## src/rtl/present_decrypt.sv

```systemverilog
// Iterative PRESENT-128 decryptor: forward key expansion, then one inverse round per clock.
// Latency: 2*NR cycles from load to done, or NR cycles when the cached last-round key is reused.
// Backpressure: none; load is always accepted and abandons any block in flight.
module present_decrypt #(
  parameter int NR = 4
) (
  input  logic         clk,
  input  logic         rst,
  input  logic         load,
  input  logic         key_reuse,
  input  logic [63:0]  in_data,
  input  logic [127:0] key,
  output logic [63:0]  out_data,
  output logic         done,
  output logic         busy
);

  typedef enum logic [1:0] {
    IDLE = 2'd0,
    KEXP = 2'd1,
    DEC  = 2'd2
  } state_t;

  localparam logic [4:0] NR_C = 5'(NR);

  state_t         state, state_nxt;
  logic [4:0]     cnt, cnt_nxt;
  logic [127:0]   key_reg, key_nxt;
  logic [63:0]    data, data_nxt;
  logic [127:0]   cache, cache_nxt;
  logic           cache_valid, cache_valid_nxt;
  logic [63:0]    out_nxt;
  logic           done_nxt, busy_nxt;
  logic [127:0]   k_fwd, k_bwd;
  logic [63:0]    dec_val;

  function automatic logic [3:0] sbox(input logic [3:0] x);
    logic [3:0] y;
    case (x)
      4'h0: y = 4'hC;  4'h1: y = 4'h5;  4'h2: y = 4'h6;  4'h3: y = 4'hB;
      4'h4: y = 4'h9;  4'h5: y = 4'h0;  4'h6: y = 4'hA;  4'h7: y = 4'hD;
      4'h8: y = 4'h3;  4'h9: y = 4'hE;  4'hA: y = 4'hF;  4'hB: y = 4'h8;
      4'hC: y = 4'h4;  4'hD: y = 4'h7;  4'hE: y = 4'h1;  default: y = 4'h2;
    endcase
    return y;
  endfunction

  function automatic logic [3:0] sbox_inv(input logic [3:0] x);
    logic [3:0] y;
    case (x)
      4'h0: y = 4'h5;  4'h1: y = 4'hE;  4'h2: y = 4'hF;  4'h3: y = 4'h8;
      4'h4: y = 4'hC;  4'h5: y = 4'h1;  4'h6: y = 4'h2;  4'h7: y = 4'hD;
      4'h8: y = 4'hB;  4'h9: y = 4'h4;  4'hA: y = 4'h6;  4'hB: y = 4'h3;
      4'hC: y = 4'h0;  4'hD: y = 4'h7;  4'hE: y = 4'h9;  default: y = 4'hA;
    endcase
    return y;
  endfunction

  // Forward schedule step: rotate left 61, S-box top byte, fold in round counter.
  function automatic logic [127:0] key_upd(input logic [127:0] k, input logic [4:0] i);
    logic [127:0] r;
    r          = {k[66:0], k[127:67]};
    r[127:124] = sbox(r[127:124]);
    r[123:120] = sbox(r[123:120]);
    r[66:62]   = r[66:62] ^ i;
    return r;
  endfunction

  function automatic logic [127:0] key_inv(input logic [127:0] k, input logic [4:0] i);
    logic [127:0] t;
    t          = k;
    t[66:62]   = t[66:62] ^ i;
    t[127:124] = sbox_inv(t[127:124]);
    t[123:120] = sbox_inv(t[123:120]);
    return {t[60:0], t[127:61]};
  endfunction

  function automatic logic [63:0] inv_perm(input logic [63:0] d);
    logic [63:0] r;
    r = '0;
    for (int i = 0; i < 16; i++) begin
      for (int k = 0; k < 4; k++) begin
        r[4*i+k] = d[16*k+i];
      end
    end
    return r;
  endfunction

  function automatic logic [63:0] inv_sub(input logic [63:0] d);
    logic [63:0] r;
    r = '0;
    for (int n = 0; n < 16; n++) begin
      r[4*n +: 4] = sbox_inv(d[4*n +: 4]);
    end
    return r;
  endfunction

  always_comb begin
    state_nxt       = state;
    cnt_nxt         = cnt;
    key_nxt         = key_reg;
    data_nxt        = data;
    cache_nxt       = cache;
    cache_valid_nxt = cache_valid;
    out_nxt         = out_data;
    done_nxt        = done;
    busy_nxt        = busy;

    k_fwd   = key_upd(key_reg, cnt);
    k_bwd   = key_inv(key_reg, cnt);
    dec_val = inv_sub(inv_perm(data)) ^ k_bwd[127:64];

    if (load) begin
      data_nxt = in_data;
      done_nxt = 1'b0;
      busy_nxt = 1'b1;
      if (key_reuse && cache_valid) begin
        // Cached key is already the last round key: whiten and go straight to rounds.
        key_nxt   = cache;
        data_nxt  = in_data ^ cache[127:64];
        cnt_nxt   = NR_C;
        state_nxt = DEC;
      end else begin
        key_nxt   = key;
        cnt_nxt   = 5'd1;
        state_nxt = KEXP;
      end
    end else begin
      case (state)
        KEXP: begin
          key_nxt = k_fwd;
          cnt_nxt = cnt + 5'd1;
          if (cnt == NR_C) begin
            data_nxt        = data ^ k_fwd[127:64];
            cache_nxt       = k_fwd;
            cache_valid_nxt = 1'b1;
            cnt_nxt         = NR_C;
            state_nxt       = DEC;
          end
        end
        DEC: begin
          key_nxt  = k_bwd;
          data_nxt = dec_val;
          cnt_nxt  = cnt - 5'd1;
          if (cnt == 5'd1) begin
            out_nxt   = dec_val;
            done_nxt  = 1'b1;
            busy_nxt  = 1'b0;
            state_nxt = IDLE;
          end
        end
        default: ;
      endcase
    end
  end

  always_ff @(posedge clk) begin
    if (rst) begin
      state       <= IDLE;
      cnt         <= 5'd0;
      key_reg     <= '0;
      data        <= '0;
      cache       <= '0;
      cache_valid <= 1'b0;
      out_data    <= '0;
      done        <= 1'b0;
      busy        <= 1'b0;
    end else begin
      state       <= state_nxt;
      cnt         <= cnt_nxt;
      key_reg     <= key_nxt;
      data        <= data_nxt;
      cache       <= cache_nxt;
      cache_valid <= cache_valid_nxt;
      out_data    <= out_nxt;
      done        <= done_nxt;
      busy        <= busy_nxt;
    end
  end

endmodule

```

## config.mk

```make
export PLATFORM = sky130hd
export DESIGN_NAME = present_decrypt
export DESIGN_NICKNAME = d
export VERILOG_FILES = /design/src/rtl/present_decrypt.sv
export SDC_FILE = /design/constraint.sdc
export NUM_CORES = 1
export LEC_CHECK = 0
export CAP_MARGIN = 20
export CORE_ASPECT_RATIO = 0.5
export CORE_MARGIN = 2
export CORE_UTILIZATION = 55
export DETAILED_ROUTE_END_ITERATION = 10
export DONT_BUFFER_PORTS = 1
export PLACE_DENSITY = 0.7
export SLEW_MARGIN = 5
export SYNTH_ARGS = -nofsm -noshare
export SYNTH_HDL_FRONTEND = slang
export SYNTH_SLANG_ARGS = --single-unit
```

## constraint.sdc

```tcl
create_clock -name clk -period 4.2 [get_ports clk]
set_clock_uncertainty 0.05 [all_clocks]
set_input_delay 0.84 -clock clk [delete_from_list [all_inputs] [get_ports clk]]
set_output_delay 0.84 -clock clk [all_outputs]
set_load 0.02 [all_outputs]
```

==> impl_metrics.json <==
{
  "violations": "max-slew violations",
  "fin_nets": 3305,
  "drt-initial-drc-count": 3518,
  "relSlewSlack_pct": -9.07,
  "fin_setup_tns_ns": 0,
  "cts_tree": "yes",
  "hold_slack_ns": 0.285,
  "multi_input_area_um2": 14900,
  "postSynthCellCount": 3146,
  "synth-seq-cells": 474,
  "setup_viol": 0,
  "wl_met2_um": 38600,
  "vias_per_cell": 6.49,
  "clock_latency_ns": 0.58,
  "postCtsSetupRepairBufs": 0,
  "core-area_um2": 46700,
  "p_leak_uw": 0.0105,
  "finalPower_uw": 12300,
  "dp_hpwl_um": 67400,
  "hold_violations": 0,
  "htree_levels": 2,
  "seq_area_frac_synth_pct": 36.5,
  "path_buf_inv": 2,
  "clock-sinks": 474,
  "fmax_ghz": 0.268,
  "max-vdd-ir-drop_mv": 0.303,
  "grt_usage_pct": 37.7,
  "die_h_um": 158,
  "cts_resized": 0,
  "crit_path_start_kind": "flop",
  "p_per_area_nw_per_um2": 441,
  "numCtsBuffers": 45,
  "path_cells": "nor2b_4 > buf_4 > nand2_1 > o211ai_1 > o211ai_1 > a21oi_1 > inv_1 > ha_1 > nor2_1 > a21oi_1 > o221a_2",
  "synth_edf_count": 0,
  "fill_cells": 4202,
  "slowest_stage": "nor2b_4",
  "die-area_um2": 49100,
  "async_reset_ff_share_pct": 0,
  "yosysUniqueCellTypes": 90,
  "post-route-drc-count": 0,
  "worstSetupPathType": "flop to flop",
  "setup_slack_ns": 0.476,
  "start_util_pct": 55.6,
  "grt_pass1_wl_um": 139000,
  "grt_pass1_vias": 21200,
  "rrSetupSlack_ns": 0.48,
  "max_stage_delay_ns": 0.88,
  "post-place-ws_ns": 0.499,
  "outcome": "complete, but fails checks",
  "post-route-period-util_pct": 88.7,
  "wire_per_inst_um": 26.3,
  "hold_buffers": 0,
  "synth.avg_cell_area_um2": 8.26,
  "cp-end-kind": "flop",
  "grt_max_degree": 424,
  "clk_pin_slew_ns": 0.07,
  "path_delay_family": "simple AND/OR/NAND/NOR gates",
  "cts_root_buffer": "clkbuf_16",
  "die_width_um": 311,
  "synth_area_um2": 26000,
  "synth_warnings": 0,
  "rsz0062_at_grt": "no",
  "final_max_slew_viol_count": 156,
  "boundaryPins": 262,
  "syn_to_final_growth_pct": 7.47,
  "drv_cap": 0,
  "hp-class": "input pin to flop",
  "crit_required_ns": 4.62,
  "antenna_found_initial": 5,
  "vias": 23800,
  "top_layer_used": "met5",
  "wl_met3_um": 14700,
  "regArea_um2": 9490,
  "worst_pin_slew_ns": 1.64,
  "drt_wl_total_um": 96400,
  "ant_nets": 0,
  "drive_gt1_share_pct": 8.80,
  "gp_congestion": 1.03,
  "m1WireLength_um": 39900,
  "drtPass1Iterations": 8,
  "layout_min_cycle_time_ns": 3.72,
  "crit_arrival_ns": 4.14,
  "ys.flop_type": "dfxtp_1",
  "row_count": 56,
  "clockBufferDepth": 3,
  "grt.overflow.total": 0,
  "port-buffer-count": 0,
  "critPathMaxFanout": 30,
  "syn-num-nets": 3464
}
synth_stat cells, types with 20 or more instances:
library cell	number	area share, %
a22oi_1	116	3.3
a31oi_1	21	0.51
clkbuf_1	174	2.5
dfxtp_1	474	37
a2111oi_0	23	0.77
xor2_1	102	3.4
mux2i_1	100	3.9
buf_2	67	1.3
nor2_1	278	4.0
o21ai_0	114	2.2
inv_1	93	1.3
o211ai_1	46	1.3
o22ai_1	30	0.72
and3_1	36	0.87
nand3_1	55	1.1
a211oi_1	93	2.7
buf_1	20	0.29
a311oi_1	97	3.3
a221oi_1	20	0.67
ha_1	122	5.9
nor3_1	28	0.54
nand2_1	532	7.7
xnor2_1	80	2.7
a21oi_1	193	3.7
kinds of logic after synthesis:
logic type               synth area share [%]
flip-flops                               36.5
multiplexers                             5.25
buffers and inverters                    6.48
AO/OA/AOI/OAI                            23.8
AND/OR/NAND/NOR                          16.0
adder cells (fa/ha/maj)                  5.87
XOR/XNOR                                 6.13
where the power goes:
part	internal [µW]	total [µW]	switching, µW
registers	4900	5340	434
clock network	2600	4490	1890
logic	940	2480	1540
worst register-to-register path, stage by stage (launching register included):
cell and delay [ns]:
dfxtp_1 0.52, nor2b_4 0.88, buf_4 0.36, nand2_1 0.08, o211ai_1 0.11, o211ai_1 0.15, a21oi_1 0.40, inv_1 0.19
ha_1 0.36, nor2_1 0.20, a21oi_1 0.07, o221a_2 0.25
layout make-up:
cell class	instances	area share (%)
diodes	5	0.0448
well taps	638	2.86
flip-flops and latches	474	34.0
inverters	98	1.33
clock buffers	64	4.80
multi-input cells	2285	53.3
clock inverters	19	0.923
repair buffers	83	2.75
cell usage in the layout, fill, tap and decap left out, types with 20 or more instances in the layout:
master and instances:
a2111oi_0 23, a211oi_1 93, a21oi_1 193, a221oi_1 20
a22oi_1 116, a311oi_1 97, a31oi_1 21, and3_1 36
buf_4 70, clkbuf_16 47, dfxtp_1 473, ha_1 122
inv_1 92, mux2i_1 100, nand2_1 530, nand3_1 54
nor2_1 274, nor3_1 28, o211ai_1 46, o21ai_0 114
o22ai_1 30, xnor2_1 80, xor2_1 102
through the flow:
stage          utilization, %  instances  area [µm²]
6_report                 59.8       3666       27900
5_1_grt                  59.8       3665       27900
4_1_cts                  59.8       3661       27900
3_5_place_dp             56.3       3578       26300
3_3_place_gp             56.3       3577       26300
2_1_floorplan               -       3146       26000
per-layer routing:
layer / vias up / GRT usage (%)
met4: 2 / 12.4
met3: 187 / 16.4
li1: 10700 / -
met2: 1426 / 52.4
met5: - / 0
met1: 11400 / 51.9
final timing paths:
check / start / to / cells after the start
worst max-delay path: state[1] / flop / 11
worst min-delay path: rst / out_data[2] / 1
worst max register to register: state[1] / flop / 11
worst min register to register: cache[23] / cache[23] / 2
No activity file was read; power rests on OpenSTA's default activity.
